**config.mk**
```make
export PLATFORM = sky130hd
export DESIGN_NAME = fighter_action_sequencer_flat
export DESIGN_NICKNAME = d
export VERILOG_FILES = /design/src/rtl/fighter_action_sequencer_if.sv /design/src/rtl/fighter_action_sequencer.sv /design/src/flat_wrapper.sv
export SDC_FILE = /design/constraint.sdc
export NUM_CORES = 1
export LEC_CHECK = 0
export CORE_AREA = 2 2 65 42
export DETAILED_ROUTE_END_ITERATION = 12
export DIE_AREA = 0 0 67 44
export PLACE_DENSITY_LB_ADDON = 0.08
export SETUP_SLACK_MARGIN = 0.5
export SYNTH_ARGS = -nofsm -noshare
export SYNTH_HDL_FRONTEND = slang
export SYNTH_SLANG_ARGS = --single-unit
```
**constraint.sdc**
```tcl
create_clock -name clk -period 2.2 [get_ports clk]
set_clock_uncertainty 0.2 [all_clocks]
set_input_delay 0.44 -clock clk [delete_from_list [all_inputs] [get_ports clk]]
set_output_delay 0.44 -clock clk [all_outputs]
set_load 0.1 [all_outputs]
```
**src/rtl/fighter_action_sequencer_if.sv**
```systemverilog
// Signal bundle between the input block, one player's action sequencer and the physics engine.
// master drives ticks, buttons and floor/hit status; slave (the sequencer) returns commands.
interface fighter_action_sequencer_if;
  logic       tick;
  logic       btn_left;
  logic       btn_right;
  logic       btn_jump;
  logic       btn_attack;
  logic       on_floor;
  logic       hit_in;
  logic       movingLeft;
  logic       movingRight;
  logic       isJumping;
  logic       attack_active;
  logic       stunned;
  logic [2:0] state;

  modport master (
    output tick, btn_left, btn_right, btn_jump, btn_attack, on_floor, hit_in,
    input  movingLeft, movingRight, isJumping, attack_active, stunned, state
  );

  modport slave (
    input  tick, btn_left, btn_right, btn_jump, btn_attack, on_floor, hit_in,
    output movingLeft, movingRight, isJumping, attack_active, stunned, state
  );
endinterface

```
**src/rtl/fighter_action_sequencer.sv**
```systemverilog
// Per-player action sequencer: latches button edges and hits between 20 Hz ticks and
// advances walk/jump/attack/stun phases only on tick, so physics sees stable commands.
module fighter_action_sequencer #(
  parameter int ATK_STARTUP = 2,
  parameter int ATK_ACTIVE  = 3,
  parameter int ATK_RECOVER = 4,
  parameter int STUN_TICKS  = 6,
  parameter int CNT_W       = 4
) (
  input logic                       clk,
  input logic                       reset,
  fighter_action_sequencer_if.slave bus
);

  typedef enum logic [2:0] {
    S_IDLE  = 3'd0,
    S_WALK  = 3'd1,
    S_JUMP  = 3'd2,
    S_ATK_S = 3'd3,
    S_ATK_A = 3'd4,
    S_ATK_R = 3'd5,
    S_STUN  = 3'd6
  } state_t;

  // Counters hold "ticks remaining after this one", so each phase loads length-1.
  localparam logic [CNT_W-1:0] L_ATK_S = CNT_W'(ATK_STARTUP - 1);
  localparam logic [CNT_W-1:0] L_ATK_A = CNT_W'(ATK_ACTIVE - 1);
  localparam logic [CNT_W-1:0] L_ATK_R = CNT_W'(ATK_RECOVER - 1);
  localparam logic [CNT_W-1:0] L_STUN  = CNT_W'(STUN_TICKS - 1);

  logic [2:0]       r_state;
  logic [CNT_W-1:0] r_cnt;
  logic             r_prev_jump;
  logic             r_prev_atk;
  logic             r_jump_req;
  logic             r_atk_req;
  logic             r_hit_req;
  logic             r_moving_left;
  logic             r_moving_right;
  logic             r_is_jumping;
  logic             r_attack_active;
  logic             r_stunned;

  logic             w_dir_left;
  logic             w_dir_right;
  logic             w_jump_pend;
  logic             w_atk_pend;
  logic             w_hit_pend;
  logic             w_launch;
  logic             w_moving_ok;
  state_t           w_next_state;
  logic [CNT_W-1:0] w_next_cnt;

  assign w_dir_left  = bus.btn_left & ~bus.btn_right;
  assign w_dir_right = bus.btn_right & ~bus.btn_left;

  // A press landing on the tick clk itself still counts for that tick.
  assign w_jump_pend = r_jump_req | (bus.btn_jump & ~r_prev_jump);
  assign w_atk_pend  = r_atk_req | (bus.btn_attack & ~r_prev_atk);
  assign w_hit_pend  = r_hit_req | bus.hit_in;

  always_comb begin
    w_next_state = S_IDLE;
    w_next_cnt   = r_cnt;
    w_launch     = 1'b0;
    case (r_state)
      S_IDLE, S_WALK: begin
        if (w_atk_pend) begin
          w_next_state = S_ATK_S;
          w_next_cnt   = L_ATK_S;
        end else if (w_jump_pend && bus.on_floor) begin
          w_next_state = S_JUMP;
          w_launch     = 1'b1;
        end else if (w_dir_left || w_dir_right) begin
          w_next_state = S_WALK;
        end else begin
          w_next_state = S_IDLE;
        end
      end
      // Landing is ignored on the launch tick, while on_floor is still stale.
      S_JUMP: w_next_state = (bus.on_floor && !r_is_jumping) ? S_IDLE : S_JUMP;
      S_ATK_S: begin
        if (r_cnt == '0) begin
          w_next_state = S_ATK_A;
          w_next_cnt   = L_ATK_A;
        end else begin
          w_next_state = S_ATK_S;
          w_next_cnt   = r_cnt - 1'b1;
        end
      end
      S_ATK_A: begin
        if (r_cnt == '0) begin
          w_next_state = S_ATK_R;
          w_next_cnt   = L_ATK_R;
        end else begin
          w_next_state = S_ATK_A;
          w_next_cnt   = r_cnt - 1'b1;
        end
      end
      S_ATK_R: begin
        if (r_cnt == '0) begin
          w_next_state = S_IDLE;
        end else begin
          w_next_state = S_ATK_R;
          w_next_cnt   = r_cnt - 1'b1;
        end
      end
      S_STUN: begin
        if (r_cnt == '0) begin
          w_next_state = S_IDLE;
        end else begin
          w_next_state = S_STUN;
          w_next_cnt   = r_cnt - 1'b1;
        end
      end
      default: begin
        w_next_state = S_IDLE;
        w_next_cnt   = '0;
      end
    endcase
    // Hits preempt every legal phase except an ongoing stun, which is never extended.
    if (w_hit_pend && (r_state < S_STUN)) begin
      w_next_state = S_STUN;
      w_next_cnt   = L_STUN;
      w_launch     = 1'b0;
    end
  end

  assign w_moving_ok = (w_next_state == S_WALK) || (w_next_state == S_JUMP);

  always_ff @(posedge clk) begin
    if (!reset) begin
      r_state         <= S_IDLE;
      r_cnt           <= '0;
      r_prev_jump     <= 1'b0;
      r_prev_atk      <= 1'b0;
      r_jump_req      <= 1'b0;
      r_atk_req       <= 1'b0;
      r_hit_req       <= 1'b0;
      r_moving_left   <= 1'b0;
      r_moving_right  <= 1'b0;
      r_is_jumping    <= 1'b0;
      r_attack_active <= 1'b0;
      r_stunned       <= 1'b0;
    end else begin
      r_prev_jump <= bus.btn_jump;
      r_prev_atk  <= bus.btn_attack;
      if (bus.tick) begin
        r_state         <= w_next_state;
        r_cnt           <= w_next_cnt;
        r_jump_req      <= 1'b0;
        r_atk_req       <= 1'b0;
        r_hit_req       <= 1'b0;
        r_moving_left   <= w_dir_left & w_moving_ok;
        r_moving_right  <= w_dir_right & w_moving_ok;
        r_is_jumping    <= w_launch;
        r_attack_active <= (w_next_state == S_ATK_A);
        r_stunned       <= (w_next_state == S_STUN);
      end else begin
        r_jump_req <= w_jump_pend;
        r_atk_req  <= w_atk_pend;
        r_hit_req  <= w_hit_pend;
      end
    end
  end

  assign bus.movingLeft    = r_moving_left;
  assign bus.movingRight   = r_moving_right;
  assign bus.isJumping     = r_is_jumping;
  assign bus.attack_active = r_attack_active;
  assign bus.stunned       = r_stunned;
  assign bus.state         = r_state;

endmodule

```
**src/flat_wrapper.sv**
```systemverilog
// flat-port wrapper written by rule: the top's interface ports become plain ports
module fighter_action_sequencer_flat 
#(
  parameter int ATK_STARTUP = 2,
  parameter int ATK_ACTIVE  = 3,
  parameter int ATK_RECOVER = 4,
  parameter int STUN_TICKS  = 6,
  parameter int CNT_W       = 4
)
  (clk, reset, bus_tick, bus_btn_left, bus_btn_right, bus_btn_jump, bus_btn_attack, bus_on_floor, bus_hit_in, bus_movingLeft, bus_movingRight, bus_isJumping, bus_attack_active, bus_stunned, bus_state);
  fighter_action_sequencer_if bus_i ();
  input logic clk;
  input logic reset;
  input wire logic [$bits(bus_i.tick)-1:0] bus_tick;
  input wire logic [$bits(bus_i.btn_left)-1:0] bus_btn_left;
  input wire logic [$bits(bus_i.btn_right)-1:0] bus_btn_right;
  input wire logic [$bits(bus_i.btn_jump)-1:0] bus_btn_jump;
  input wire logic [$bits(bus_i.btn_attack)-1:0] bus_btn_attack;
  input wire logic [$bits(bus_i.on_floor)-1:0] bus_on_floor;
  input wire logic [$bits(bus_i.hit_in)-1:0] bus_hit_in;
  output wire logic [$bits(bus_i.movingLeft)-1:0] bus_movingLeft;
  output wire logic [$bits(bus_i.movingRight)-1:0] bus_movingRight;
  output wire logic [$bits(bus_i.isJumping)-1:0] bus_isJumping;
  output wire logic [$bits(bus_i.attack_active)-1:0] bus_attack_active;
  output wire logic [$bits(bus_i.stunned)-1:0] bus_stunned;
  output wire logic [$bits(bus_i.state)-1:0] bus_state;
  assign bus_i.tick = bus_tick;
  assign bus_i.btn_left = bus_btn_left;
  assign bus_i.btn_right = bus_btn_right;
  assign bus_i.btn_jump = bus_btn_jump;
  assign bus_i.btn_attack = bus_btn_attack;
  assign bus_i.on_floor = bus_on_floor;
  assign bus_i.hit_in = bus_hit_in;
  assign bus_movingLeft = bus_i.movingLeft;
  assign bus_movingRight = bus_i.movingRight;
  assign bus_isJumping = bus_i.isJumping;
  assign bus_attack_active = bus_i.attack_active;
  assign bus_stunned = bus_i.stunned;
  assign bus_state = bus_i.state;
  fighter_action_sequencer #(.ATK_STARTUP(ATK_STARTUP), .ATK_ACTIVE(ATK_ACTIVE), .ATK_RECOVER(ATK_RECOVER), .STUN_TICKS(STUN_TICKS), .CNT_W(CNT_W)) u_core (.clk(clk), .reset(reset), .bus(bus_i));
endmodule
```
==> results of run 1 <==
## state kept, by name, summed over array words and instances, names as in the netlist
name and count:
u_core.bus.isJumping 1, u_core.r_prev_atk 1, u_core.bus.state 3, u_core.r_cnt 4, u_core.bus.stunned 1, u_core.r_hit_req 1, u_core.r_atk_req 1, u_core.r_prev_jump 1
u_core.bus.movingLeft 1, u_core.r_jump_req 1, u_core.bus.movingRight 1, u_core.bus.attack_active 1
## per-layer routing
metal | global-route usage | part of all wire
met1 | 0.305 | 0.56
met3 | 0.0494 | 0.037
met4 | 0.0612 | 0.0080
met5 | 0 | 0
met2 | 0.246 | 0.40
## synthesized netlist by cell type (2+ instances only)
library cell   n
a21boi_1       3
ha_1           4
nand4_1        5
dfxtp_1       17
nor3_1         3
nor2_1         8
o22ai_1        2
nand2b_1       3
inv_1          7
nand3_1        2
nand2_1       14
o21ai_1        2
buf_2          2
a21oi_1        5
nor3b_1        2
o21ai_0        8
buf_6          3
nor2b_1        4
and2_1         2
## cells in the final DEF (no fill, tap or decap), types with 2 or more instances in the layout
master,instances
buf_4,19
nand2_1,14
dfxtp_1,11
clkdlybuf4s50_1,8
o21ai_1,7
inv_1,5
nor2_1,5
nand4_1,5
nor2b_1,4
a21oi_1,4
nand2b_1,3
o21ai_0,3
nor2_2,3
a21boi_1,3
ha_1,3
clkbuf_8,3
buf_12,3
dfxtp_2,3
dfxtp_4,3
inv_2,2
and2_1,2
nor3_1,2
nand3_1,2
o22ai_1,2
## report_power, final
group	switching, mW	internal (mW)
Clock	0.102	0.128
Combinational	0.177	0.139
Sequential	0.0324	0.326
Total	0.311	0.594
## what timing repair did
action | in CTS | in global routing
pin swaps | 14 | 2
buffers inserted | 4 | 0
setup endpoints to repair | 12 | 12
cloned | 0 | 0
resized for setup | 9 | 1
## metrics by stage
stage           util  power (mW)  setup slack, ns
6_report       0.589       0.904            0.141
5_1_grt        0.589       0.954           0.0435
4_1_cts        0.588       0.910            0.160
3_5_place_dp   0.547       0.654          -0.0825
3_3_place_gp   0.547       0.652          -0.0665
2_1_floorplan      -       0.575            0.119
## final timing paths
| check | slack (ns) | endpoint | cells past startpoint |
|---|---|---|---|
| worst max-delay path | 0.14 | u_core.bus.movingLeft$_SDFFE_PN0P_ | 8 |
| worst min-delay path | 0.25 | u_core.bus.movingRight$_SDFFE_PN0P_ | 2 |
| worst max register to register | 0.14 | u_core.bus.movingLeft$_SDFFE_PN0P_ | 8 |
| worst min register to register | 0.25 | u_core.bus.movingRight$_SDFFE_PN0P_ | 2 |
## worst max-delay path, stage by stage (launching register included)
cell     delay, ns
dfxtp_2       0.33
inv_2         0.07
ha_4          0.12
or3b_4        0.40
xnor2_2       0.15
and3_4        0.18
o31ai_4       0.20
xor2_1        0.21
o21ai_1       0.09
## cells by family (layout without fill, tap and decap cells)
kind of cell,Yosys count,after routing,share of synthesized area
XOR/XNOR,2,2,0.0242
flip-flops,17,17,0.329
AND/OR/NAND/NOR,51,51,0.270
AO/OA/AOI/OAI,34,34,0.232
adder cells (fa/ha/maj),4,4,0.0484
buffers and inverters,15,41,0.0956
## final cells by class
type,count,area [µm²]
Tap cell,32,40.0
Fill cell,216,978
Multi-Input combinational cell,91,654
Sequential cell,17,355
Timing Repair Buffer,30,283
Inverter,7,26.3
Clock buffer,4,45.0
==> impl_results.md, run 1 <==
- Residual DRC count: 0
- Mean Syn Cell Area: 8.40 µm²
- Mapped Cells: 123
- Post-route setup TNS: 0 ns
- Die area: 2950 µm²
- Sequential fraction of the synthesis area: 0.329
- Port-buffer cells: 16
- EDFF count, synth: 0
- Layout area overhead: 35.8%
- DRT Pass-1 Iters: 4
- Startpoint types: flip-flop
- Core Area: 2380 µm²
- Hold Fails Final Rpt: 0
- Clk root buf: clkbuf_8
- Pwr/cell area: 644 nW/µm²
- Seq cells post-synth: 17
- DIE HEIGHT: between 40 and 50 µm
- RSZ-0062 raised after global routing: yes
- Main area contributors after synthesis: dfxtp_1 (33%), nand2_1 (5.1%), ha_1 (4.8%)
- Actual slew at the worst max-slew pin: slightly above 0.4 ns
- Synth area leader: dfxtp_1
- Dominant synthesized flop cell: dfxtp_1
- Final hold slack: roughly 0.25 ns
- Initial DRC Count: 66
- Max Freq: 486 MHz
- Period utilisation layout: 0.936
- Slew headroom: 0.722
- Worst r2r src: u_core.r_cnt[0]$_SDFFE_PN0P_
- Hold path startpoint: u_core.bus.movingRight$_SDFFE_PN0P_
- CTS sink cnt: 17
- Hold buffer count at CTS: 0
- I/O pins: 17
- Vias/cell: 5.33
- Cts bufs inserted: 3
- Skew-Pair Late Insertion Delay: 0.25 ns
- CTS H-tree lvls: 1
- Critical Path AT: 2.00 ns
- Syn_nets: 136
- Netlist Area Pre-Place: 1030 µm²
- Slew Limit Fails: 0
- Antenna cells: 0
- Gr usage total: 0.192
- Design area: 1400 µm²
- Critical Path Sink Type: flip-flop
- Leak Pwr: between 0.5 and 0.6 nW
- Layout cells sized above 1: 0.349
- Post-synthesis cell type count: 46
- Via count: 965
- Worst setup startpoint: u_core.r_cnt[0]$_SDFFE_PN0P_
- TritonCTS clock tree: yes
- WL/cell: 13.2 µm
- Tmin final: 2.06 ns
- First-pass GRT wire length: 4.24 mm
- Cell Count, Final, Fillers Out: 181
- Final setup viols: 0
- Placed cell count: 173
- Initial antenna violation count: 0
- Routed WL: 2.38 mm
- Asr flop ratio synth: 0
- Final Net Count: 163
- Row cnt: 14
- Number of global-route vias before repair: 891
- Max cap viols: 0
- Max IR drop VDD: 0.000349 V
- WS Path Type: flip-flop to flip-flop
- Worst-path clk slew: about 0.06 ns
- Post-place instance area: 1300 µm²
- Hold Crit Class: flip-flop to flip-flop
- Synth top area share: 0.329
- HPWL after DPL: 1.80 mm
- Detail Route Antenna Nets: 0
- Crit Path Max Fanout: 2
- RePlAce Congestion: 0.834
- CTS max path bufs: 2
- Yosys warns: 0
- Outcome: finished clean
- Pin count of the biggest net entering global routing: 19
- Initial Util: 0.434
- CP required: 2.14 ns
- Die span in x: about 67 µm
- Remaining Overflow, GRT: 0
Note: power is estimated with default switching activity, not from simulation.
==> run 2: changes to the inputs <==
--- a/config.mk
+++ b/config.mk
@@ -5,9 +5,9 @@
 export SDC_FILE = /design/constraint.sdc
 export NUM_CORES = 1
 export LEC_CHECK = 0
-export CORE_AREA = 2 2 65 42
+export CORE_AREA = 4 4 67 44
 export DETAILED_ROUTE_END_ITERATION = 12
-export DIE_AREA = 0 0 67 44
+export DIE_AREA = 0 0 71 48
 export PLACE_DENSITY_LB_ADDON = 0.08
 export SETUP_SLACK_MARGIN = 0.5
 export SYNTH_ARGS = -nofsm -noshare
==> impl_results.md, run 2 (synthesis gave the netlist of run 1 again) <==
- Pre-CTS setup slack: -0.0987 ns (-0.0162 ns)
- Hold Crit Class: flip-flop to flip-flop
- Sequential power share: 0.394 (-0.003)
- Max cap viols: 0 (unchanged)
- Initial DRC Count: 40 (-39%)
- I/O pins: 17 (unchanged)
- R2r worst-path depth: 8 (unchanged)
- CP Cell Sequence: inv_2 > ha_4 > or3b_4 > xnor2_2 > and3_4 > o31ai_4 > xor2_1 > o21ai_1
- Leak Pwr: 0.569 nW (+1.5%)
- Reg2Reg Setup Slack: 0.14 ns (about the same)
- Max incr delay on CP: 0.39 ns (about the same)
- HPWL after DPL: 1.86 mm (+2.9%)
- Slew Limit Fails: 0 (unchanged)
- Pin count of the biggest net entering global routing: 19 (unchanged)
- CTS H-tree lvls: 1 (unchanged)
- RSZ-0062 raised after global routing: yes
- Critical Path AT: 2.01 ns (about the same)
- Largest reg by FF count: u_core.r_cnt
- Worst-path clk slew: 0.06 ns (about the same)
- Min-Delay Endpoint: u_core.bus.movingLeft$_SDFFE_PN0P_
- Comb power frac: 0.346 (-0.003)
- Worst path bufs/invs: 1 (unchanged)
- Hold Crit Depth: 2 (unchanged)
- Detail Route Antenna Nets: 0 (unchanged)
- Clock Power Share: 0.260 (+0.006)
- Skew-Pair Late Insertion Delay: 0.25 ns (about the same)
- RePlAce Congestion: 0.776 (-7.0%)
- Max IR drop VDD: 0.000253 V (-27%)
- Die span in x: 71 µm (+6.0%)
- Setup WS post-layout: 0.140 ns (-0.000955 ns)
- Clk root buf: clkbuf_8
- Initial Util: 0.434 (unchanged)
- Commonest cells after routing, fill and taps aside: buf_4 (18), nand2_1 (13), dfxtp_1 (11)
- R2r endpoint: u_core.bus.movingLeft$_SDFFE_PN0P_
- Residual DRC count: 0 (unchanged)
- Commonest non-fill, non-tap cell in the layout: buf_4
- Slowest CP cell: or3b_4
- Hold Fails Final Rpt: 0 (unchanged)
- Max Freq: 485 MHz (about the same)
- Switching fraction of total power: 0.351 (+0.00725)
- Tmin final: 2.06 ns (+0.000955 ns)
- Layout Utilization: 0.595 (+0.00525)
- Period utilisation layout: 0.936 (about the same)
- Pwr/cell area: 646 nW/µm² (+0.26%)
- WS Path Type: flip-flop to flip-flop
- Hold path startpoint: u_core.bus.movingLeft$_SDFFE_PN0P_
- Largest register FFs: 4 (unchanged)
- Vias/cell: 5.31 (-0.49%)
- CTS max path bufs: 2 (unchanged)
- Critical Path Sink Type: flip-flop
- Int Pwr: 594 µW (about the same)
- Core Area: 2380 µm² (unchanged)
- P_sw: 321 µW (+3.3%)
- Gr usage total: 0.150 (-0.0421)
- Final Net Count: 162 (-0.61%)
- Via count: 955 (-1.0%)
- Multi-input gate area: 677 µm² (+3.4%)
- Port-buffer cells: 16 (unchanged)
- Register area: 355 µm² (unchanged)
- DIE HEIGHT: 48 µm (+9.1%)
- Final setup viols: 0 (unchanged)
- Crit Path Max Fanout: 2 (unchanged)
- Outcome: finished clean
- Actual slew at the worst max-slew pin: 0.374 ns (-0.0323 ns)
- Row cnt: 14 (unchanged)
- Crit path max-delay family: simple AND/OR/NAND/NOR gates
- First-pass GRT wire length: 3.91 mm (-8.0%)
- Routed WL: 2.44 mm (+2.4%)
- WL/cell: 13.6 µm (+3.0%)
- DRT Pass-1 Iters: 4 (unchanged)
- Number of global-route vias before repair: 847 (-4.9%)
- Remaining Overflow, GRT: 0 (unchanged)
- Final hold slack: 0.250 ns (+0.00201 ns)
- Die area: 3410 µm² (+16%)
- Worst r2r src: u_core.r_cnt[1]$_SDFFE_PN0P_
- Slew headroom: 0.750 (+0.0274)
- CP required: 2.15 ns (about the same)
- CTS sink cnt: 17 (unchanged)
- Initial antenna violation count: 0 (unchanged)
- Antenna cells: 0 (unchanged)
- Layout area overhead: 37.0%
- Cts bufs inserted: 3 (unchanged)
- Startpoint types: flip-flop
- Layout cells sized above 1: 0.372 (+0.0226)
- TritonCTS clock tree: yes
- Fillcell total: 225 (+4.2%)
-- run 2: area by class of cell --
cell class,count,area share
Multi-Input combinational cell,91,0.478
Inverter,7,0.0186
Tap cell,32,0.0283
Sequential cell,17,0.251
Timing Repair Buffer,29,0.193
Clock buffer,4,0.0318
-- run 2: routing by layer --
layer	global-route usage	wire length, µm	vias to the layer above
li1	-	-	488
met1	0.203	1270	431
met4	0.0449	19	0
met2	0.234	998	33
met3	0.0461	157	3
met5	0	0	-
-- run 2: tightest hold or removal path: stages, from the launching register on --
cell and delay, ns:
dfxtp_1 0.31, nand2_1 0.05, o21ai_1 0.05
-- run 2: stage by stage --
| step | cells | area (µm²) | power [mW] | TNS (ns) |
|---|---|---|---|---|
| global placement | 173 | 1300 | 0.652 | -0.207 |
| global route | 180 | 1420 | 0.957 | 0 |
| CTS | 180 | 1410 | 0.915 | 0 |
| floorplan | 123 | 1080 | 0.575 | 0 |
| detailed placement | 173 | 1300 | 0.656 | -0.316 |
| finish | 180 | 1420 | 0.915 | 0 |
-- run 2: power by group through the flow --
stage	Sequential (mW)	Clock, mW	Combinational, mW
after detailed placement	0.364	0	0.292
final	0.360	0.238	0.317
after floorplan	0.407	0	0.168
after CTS	0.359	0.245	0.311
after global routing	0.364	0.256	0.338
after global placement	0.364	0	0.289
-- run 2: timing repair --
| action | CTS | global route |
|---|---|---|
| pin swaps | 14 | 5 |
| hold buffers | 0 | 0 |
| setup endpoints to repair | 12 | 12 |
| resized for setup | 14 | 4 |
| gates cloned | 0 | 0 |
| buffers inserted | 3 | 0 |
| hold endpoints to repair | 0 | 0 |
-- run 2: how the worst max path moves through the flow --
stage	from	end	slack [ns]	depth (start not counted)
after floorplan	u_core.r_cnt[0]$_SDFFE_PN0P_	u_core.bus.movingLeft$_SDFFE_PN0P_	0.12	9
after global placement	bus_on_floor	u_core.bus.attack_active$_SDFFE_PN0P_	-0.07	6
after detailed placement	bus_on_floor	u_core.bus.attack_active$_SDFFE_PN0P_	-0.1	6
after CTS	u_core.r_cnt[1]$_SDFFE_PN0P_	u_core.r_cnt[3]$_SDFFE_PN0P_	0.14	9
after global routing	u_core.r_cnt[1]$_SDFFE_PN0P_	u_core.bus.movingLeft$_SDFFE_PN0P_	0.07	8
final	u_core.r_cnt[1]$_SDFFE_PN0P_	u_core.bus.movingLeft$_SDFFE_PN0P_	0.14	8
==> run 3: changes to the inputs <==
--- a/config.mk
+++ b/config.mk
@@ -5,6 +5,7 @@
 export SDC_FILE = /design/constraint.sdc
 export NUM_CORES = 1
 export LEC_CHECK = 0
+export CAP_MARGIN = 20
 export CORE_AREA = 4 4 67 44
 export DETAILED_ROUTE_END_ITERATION = 12
 export DIE_AREA = 0 0 71 48
==> results of run 3 <==
The final DEF is identical to that of run 2; final timing and power are the same.
